### src/rtl/alu_pipe.sv
// Two-stage pipelined ALU with valid/ready handshakes and an architectural {Z,C,S,O} flags register.
// Define ALU_CARRY_CHAIN_EN to turn modes 0/1 into add-with-carry / subtract-with-borrow.
module alu_pipe #(
    parameter int WIDTH = 8,
    localparam int SHW = $clog2(WIDTH)
) (
    input  logic             clk,
    input  logic             rst,
    input  logic             in_valid,
    output logic             in_ready,
    input  logic [WIDTH-1:0] op_a,
    input  logic [WIDTH-1:0] op_b,
    input  logic [3:0]       mode,
    input  logic             flag_we,
    output logic             out_valid,
    input  logic             out_ready,
    output logic [WIDTH-1:0] result,
    output logic [3:0]       flags_out,
    output logic [3:0]       flags_q
);

    localparam int M = WIDTH - 1;
    localparam logic [WIDTH-1:0] ONE  = {{(WIDTH-1){1'b0}}, 1'b1};
    localparam logic [WIDTH-1:0] ZERO = '0;

    logic             s1_valid_q, s1_valid_d;
    logic [WIDTH-1:0] a_q, a_d, b_q, b_d;
    logic [3:0]       mode_q, mode_d;
    logic             fwe_q, fwe_d;
    logic             out_valid_q, out_valid_d;
    logic [WIDTH-1:0] result_q, result_d;
    logic [3:0]       flags_out_q, flags_out_d;
    logic [3:0]       arch_flags_q, arch_flags_d;

    logic             s1_adv, accept;
    logic [WIDTH-1:0] alu_res;
    logic [3:0]       alu_flags;

    function automatic logic [WIDTH:0] add_c(input logic [WIDTH-1:0] x, input logic [WIDTH-1:0] y,
                                             input logic ci);
        return {1'b0, x} + {1'b0, y} + {{WIDTH{1'b0}}, ci};
    endfunction

    function automatic logic ovf_add(input logic [WIDTH-1:0] x, input logic [WIDTH-1:0] y,
                                     input logic [WIDTH-1:0] r);
        return (x[M] == y[M]) && (r[M] != x[M]);
    endfunction

    function automatic logic ovf_sub(input logic [WIDTH-1:0] x, input logic [WIDTH-1:0] y,
                                     input logic [WIDTH-1:0] r);
        return (x[M] != y[M]) && (r[M] != x[M]);
    endfunction

    // Datapath operates on stage-1 contents and the live flags register.
    always_comb begin
        logic [WIDTH:0]     sum;
        logic [WIDTH:0]     sh;
        logic [2*WIDTH-1:0] dbl;
        logic [SHW-1:0]     s;
        logic               c, o, add_ci, sub_ci;
        s   = a_q[SHW-1:0];
        sum = '0;
        sh  = '0;
        dbl = '0;
        c   = arch_flags_q[2];
        o   = 1'b0;
        alu_res = '0;
`ifdef ALU_CARRY_CHAIN_EN
        add_ci = arch_flags_q[2];
        sub_ci = arch_flags_q[2];
`else
        add_ci = 1'b0;
        sub_ci = 1'b1;
`endif
        // Subtraction is x + ~y + 1, so carry-out doubles as "no borrow".
        case (mode_q)
            4'd0: begin sum = add_c(a_q, b_q, add_ci);  alu_res = sum[M:0]; c = sum[WIDTH]; o = ovf_add(a_q, b_q, alu_res); end
            4'd1: begin sum = add_c(a_q, ~b_q, sub_ci); alu_res = sum[M:0]; c = sum[WIDTH]; o = ovf_sub(a_q, b_q, alu_res); end
            4'd2: alu_res = a_q;
            4'd3: alu_res = b_q;
            4'd4: alu_res = a_q & b_q;
            4'd5: alu_res = a_q | b_q;
            4'd6: alu_res = a_q ^ b_q;
            4'd7: begin sum = add_c(b_q, ~a_q, 1'b1);   alu_res = sum[M:0]; c = sum[WIDTH]; o = ovf_sub(b_q, a_q, alu_res); end
            4'd8: begin sum = add_c(b_q, ONE, 1'b0);    alu_res = sum[M:0]; c = sum[WIDTH]; o = ovf_add(b_q, ONE, alu_res); end
            4'd9: begin sum = add_c(b_q, ~ONE, 1'b1);   alu_res = sum[M:0]; c = sum[WIDTH]; o = ovf_sub(b_q, ONE, alu_res); end
            4'd10: begin dbl = {b_q, b_q} << s; alu_res = dbl[2*WIDTH-1:WIDTH]; end
            4'd11: begin dbl = {b_q, b_q} >> s; alu_res = dbl[M:0]; end
            4'd12: begin
                sh = {1'b0, b_q} << s;
                alu_res = sh[M:0];
                if (s != '0) c = sh[WIDTH];
            end
            4'd13: begin
                sh = {b_q, 1'b0} >> s;
                alu_res = sh[WIDTH:1];
                if (s != '0) c = sh[0];
            end
            4'd14: begin
                sh = $unsigned($signed({b_q, 1'b0}) >>> s);
                alu_res = sh[WIDTH:1];
                if (s != '0) c = sh[0];
            end
            4'd15: begin sum = add_c(ZERO, ~b_q, 1'b1); alu_res = sum[M:0]; c = sum[WIDTH]; o = ovf_sub(ZERO, b_q, alu_res); end
            default: alu_res = '0;
        endcase
        alu_flags = {alu_res == '0, c, alu_res[M], o};
    end

    always_comb begin
        s1_adv   = s1_valid_q && (!out_valid_q || out_ready);
        in_ready = !s1_valid_q || s1_adv;
        accept   = in_valid && in_ready;

        s1_valid_d = accept ? 1'b1 : (s1_adv ? 1'b0 : s1_valid_q);
        a_d    = accept ? op_a    : a_q;
        b_d    = accept ? op_b    : b_q;
        mode_d = accept ? mode    : mode_q;
        fwe_d  = accept ? flag_we : fwe_q;

        out_valid_d  = s1_adv ? 1'b1 : (out_ready ? 1'b0 : out_valid_q);
        result_d     = s1_adv ? alu_res   : result_q;
        flags_out_d  = s1_adv ? alu_flags : flags_out_q;
        // Commit on the stage-2 entry edge so the next op already sees new flags.
        arch_flags_d = (s1_adv && fwe_q) ? alu_flags : arch_flags_q;
    end

    always_ff @(posedge clk or posedge rst) begin
        if (rst) begin
            s1_valid_q   <= 1'b0;
            a_q          <= '0;
            b_q          <= '0;
            mode_q       <= '0;
            fwe_q        <= 1'b0;
            out_valid_q  <= 1'b0;
            result_q     <= '0;
            flags_out_q  <= '0;
            arch_flags_q <= '0;
        end else begin
            s1_valid_q   <= s1_valid_d;
            a_q          <= a_d;
            b_q          <= b_d;
            mode_q       <= mode_d;
            fwe_q        <= fwe_d;
            out_valid_q  <= out_valid_d;
            result_q     <= result_d;
            flags_out_q  <= flags_out_d;
            arch_flags_q <= arch_flags_d;
        end
    end

    assign out_valid = out_valid_q;
    assign result    = result_q;
    assign flags_out = flags_out_q;
    assign flags_q   = arch_flags_q;

endmodule
### config.mk
export PLATFORM = sky130hd
export DESIGN_NAME = alu_pipe
export DESIGN_NICKNAME = d
export VERILOG_FILES = /design/src/rtl/alu_pipe.sv
export SDC_FILE = /design/constraint.sdc
export NUM_CORES = 1
export LEC_CHECK = 0
export ABC_CLOCK_PERIOD_IN_PS = 3800
export BUFFER_PORTS_ARGS = -buffer_cell sky130_fd_sc_hd__buf_4
export CAP_MARGIN = 20
export CORE_UTILIZATION = 30
export CTS_CLUSTER_DIAMETER = 150
export DETAILED_ROUTE_END_ITERATION = 8
export SETUP_SLACK_MARGIN = 0.4
export SYNTH_ARGS = -nofsm -noshare
export SYNTH_HDL_FRONTEND = slang
export SYNTH_SLANG_ARGS = --single-unit
### constraint.sdc
create_clock -name clk -period 3.8 [get_ports clk]
set_input_delay 0.38 -clock clk [delete_from_list [all_inputs] [get_ports clk]]
set_output_delay 0.38 -clock clk [all_outputs]
set_load 0.05 [all_outputs]
==> impl_metrics.py <==
metrics = {
    "route": {
        "first_pass_iters": 6,
        "avgViaCountPerCell": 6.07,
        "wl_um": 17500,
        "routedWlPerCell_um": 21.7,
        "vias": 4914,
        "drt_iter0_markers": 520,
        "ant_nets": 0,
        "drc": 0,
    },
    "synth": {
        "netlist.area_leader.share_pct": 19.6,
        "synthArstFlopShare_pct": 100,
        "synth_top_area_cell": "dfrtp_1",
        "synth_warnings": 0,
        "synth_enable_flop_cells": 0,
        "synthCells": 559,
        "synth-seq-area-share_pct": 19.6,
        "synthTopCellsByArea": "dfrtp_1, ha_1, mux2_2",
        "synthFlopType": "dfrtp_1",
        "synth_fp_nets": 623,
        "syn_avg_cell_area_um2": 8.67,
        "ys_ff_latch": 38,
        "yosysUniqueCellTypes": 76,
        "synth_area_um2": 4840,
    },
    "clock_network": {
        "clock_sinks": 38,
        "path_clk_slew_ns": 0.06,
        "cts_max_path_buffers": 2,
        "cts_made_buffers": 5,
        "root_buffer": "clkbuf_16",
        "htree_levels": 2,
        "cts_tree": "done",
        "clock_latency_ns": 0.29,
        "cts_setup_buffers": 0,
    },
    "critical_path": {
        "rrSetupSlack_ns": 0.52,
        "r2r-start": "mode_q[2]",
        "critPathMostFrequentCell": "buf_4",
        "worstPathCellList": "buf_4, nor4b_1, buf_4, a221o_1, a211oi_1, a32oi_1, nor3_2, nand3b_1, o31ai_1",
        "critPathMaxFanout": 25,
        "rr_endpoint": "flags_out[3]",
        "criticalPathCategory": "reg2reg",
        "worst-endpoint-required_ns": 3.96,
        "max_stage_delay_ns": 0.98,
        "reg2reg_depth": 9,
        "end_kind": "flip-flop",
        "worstSetupStartpointType": "flip-flop",
        "path_buf_inv": 2,
        "slowest_stage": "nor4b_1",
        "worst_ep_arrival_time_ns": 3.43,
        "critPathTopFamily": "simple AND/OR/NAND/NOR gates",
    },
    "floorplan": {
        "start_util_pct": 30.6,
        "core_region_area_um2": 15800,
        "dieHeight_um": 129,
        "dieArea_um2": 16700,
        "die_w_um": 129,
        "core.rowCount": 46,
        "num_io_pins": 43,
    },
    "power": {
        "p_per_area_nw_per_um2": 510,
        "cellInternalPower_uw": 1460,
        "peakVddDrop_mv": 0.212,
        "clockPowerShare_pct": 15.0,
        "switchingPower_uw": 1420,
        "leakagePower_uw": 0.00233,
        "p_comb_share_pct": 63.7,
        "p_seq_share_pct": 21.4,
        "swShare_pct": 49.2,
    },
    "layout": {
        "fill_cells": 1615,
        "final_layout_size_suffix_gt1_share_pct": 25.0,
        "instances_no_fill": 809,
        "finalInstanceArea_um2": 5660,
        "area_growth_pct": 16.7,
        "nets": 656,
        "antenna_cells": 0,
        "final_common_cell": "buf_4",
        "layout_common_cells": "buf_4, nand2_1, dfrtp_1",
    },
    "timing": {
        "rsz0062_at_grt": "no",
        "fmax_mhz": 305,
        "worst_slew_margin_rel_pct": 19.9,
        "setup_viol": 0,
        "hold_ws_ns": 0.218,
        "worst_pin_slew_ns": 1.19,
        "setup_tns_ns": 0,
        "period_needed_ns": 3.28,
        "post-route-period-util_pct": 86.2,
        "drv_slew": 0,
        "hold_viol": 0,
        "clock_skew_ns": 0.00408,
    },
    "grt": {
        "grt_pass1_wl_um": 27500,
        "track_usage_pct": 21.5,
        "first_global_vias": 4807,
        "grt_max_degree": 39,
        "grt_antenna_before_repair": 0,
        "grt_overflow": 0,
    },
    "job": {
        "maxCapViolations": 0,
    },
    "place": {
        "place_area_um2": 5480,
        "place_hpwl_um": 13200,
        "portBuffers": 42,
        "dp_cells": 801,
        "place.gp.congestion": 0.954,
    },
    "min_path": {
        "hp-class": "in2async",
    },
    "status": {
        "outcome": "finished, final reports clean",
    },
}
logic make-up (layout without fill, tap and decap cells):
group | count (synthesis) | count (layout) | synth area share [%]
XOR/XNOR | 15 | 15 | 2.71
AO/OA/AOI/OAI | 152 | 152 | 22.4
buffers and inverters | 84 | 118 | 7.18
multiplexers | 61 | 61 | 18.2
adder cells (fa/ha/maj) | 39 | 39 | 10.5
flip-flops | 38 | 38 | 19.6
AND/OR/NAND/NOR | 170 | 170 | 19.4
synth_stat cells (9+ instances only):
| cell type | count |
|---|---|
| mux4_2 | 13 |
| nand2_1 | 40 |
| inv_1 | 30 |
| nor2_1 | 22 |
| mux2_2 | 31 |
| a21oi_1 | 33 |
| mux2i_1 | 11 |
| xnor2_1 | 13 |
| buf_1 | 9 |
| nand3_1 | 18 |
| ha_1 | 36 |
| o21ai_0 | 22 |
| dfrtp_1 | 38 |
| buf_2 | 11 |
| a31oi_1 | 10 |
| clkbuf_1 | 30 |
| nor3_1 | 17 |
| nor2b_1 | 13 |
how the worst max path moves through the flow:
stage	startpoint	to	slack (ns)	cells after the start
2_1_floorplan	a_q[0]	flags_out[3]	0.45	15
3_3_place_gp	mode_q[0]	flags_out[3]	0.55	8
3_5_place_dp	a_q[0]	flags_q[3]	0.49	12
4_1_cts	a_q[0]	flags_q[3]	0.47	12
5_1_grt	a_q[4]	flags_out[3]	0.41	11
6_report	mode_q[2]	flags_out[3]	0.52	9
registers in the layout (all words and copies together) (netlist names):
| signal | count |
|---|---|
| a_q | 8 |
| b_q | 8 |
| result | 7 |
| flags_out | 4 |
| flags_q | 4 |
| mode_q | 4 |
| fwe_q | 1 |
| out_valid | 1 |
| s1_valid_q | 1 |
through the flow:
stage               utilization, %  worst slack, ns  power (uW)
CTS                           35.6            0.472        2830
global placement              34.6            0.547        2380
global route                  35.7            0.410        3030
finish                        35.7            0.523        2880
detailed placement            34.6            0.487        2400
floorplan                        -            0.454        1850
area by class of cell:
cell class	count	area (um2)	share of cell area, %
clock buffers	6	139	2.46
clock inverters	2	12.5	0.221
inverters	31	116	2.06
multi-input cells	437	3570	63.1
flip-flops and latches	38	953	16.9
well taps	216	270	4.78
repair buffers	79	593	10.5
tightest hold or removal path, delay by kind of cell:
kind / cells / cell delay, ns
buffers and inverters: 3 / 0.57
routing by layer:
layer	wire length (um)	track usage, %	up-vias
met5	0	0	-
met4	943	12.7	0
met3	1350	2.64	51
met2	7640	31.6	296
met1	7600	30.3	2386
li1	-	-	2181
what timing repair did:
action | 4_1_cts | 5_1_grt
hold buffers | 0 | 0
setup endpoints to repair | 0 | 2
gates resized for setup | 0 | 7
power groups by stage:
stage	clock (uW)	sequential [uW]	combinational, uW
2_1_floorplan	0	763	1090
3_3_place_gp	0	614	1760
3_5_place_dp	0	620	1780
4_1_cts	439	613	1780
5_1_grt	454	628	1950
6_report	431	616	1840
No activity file was read; power rests on OpenSTA's default activity.
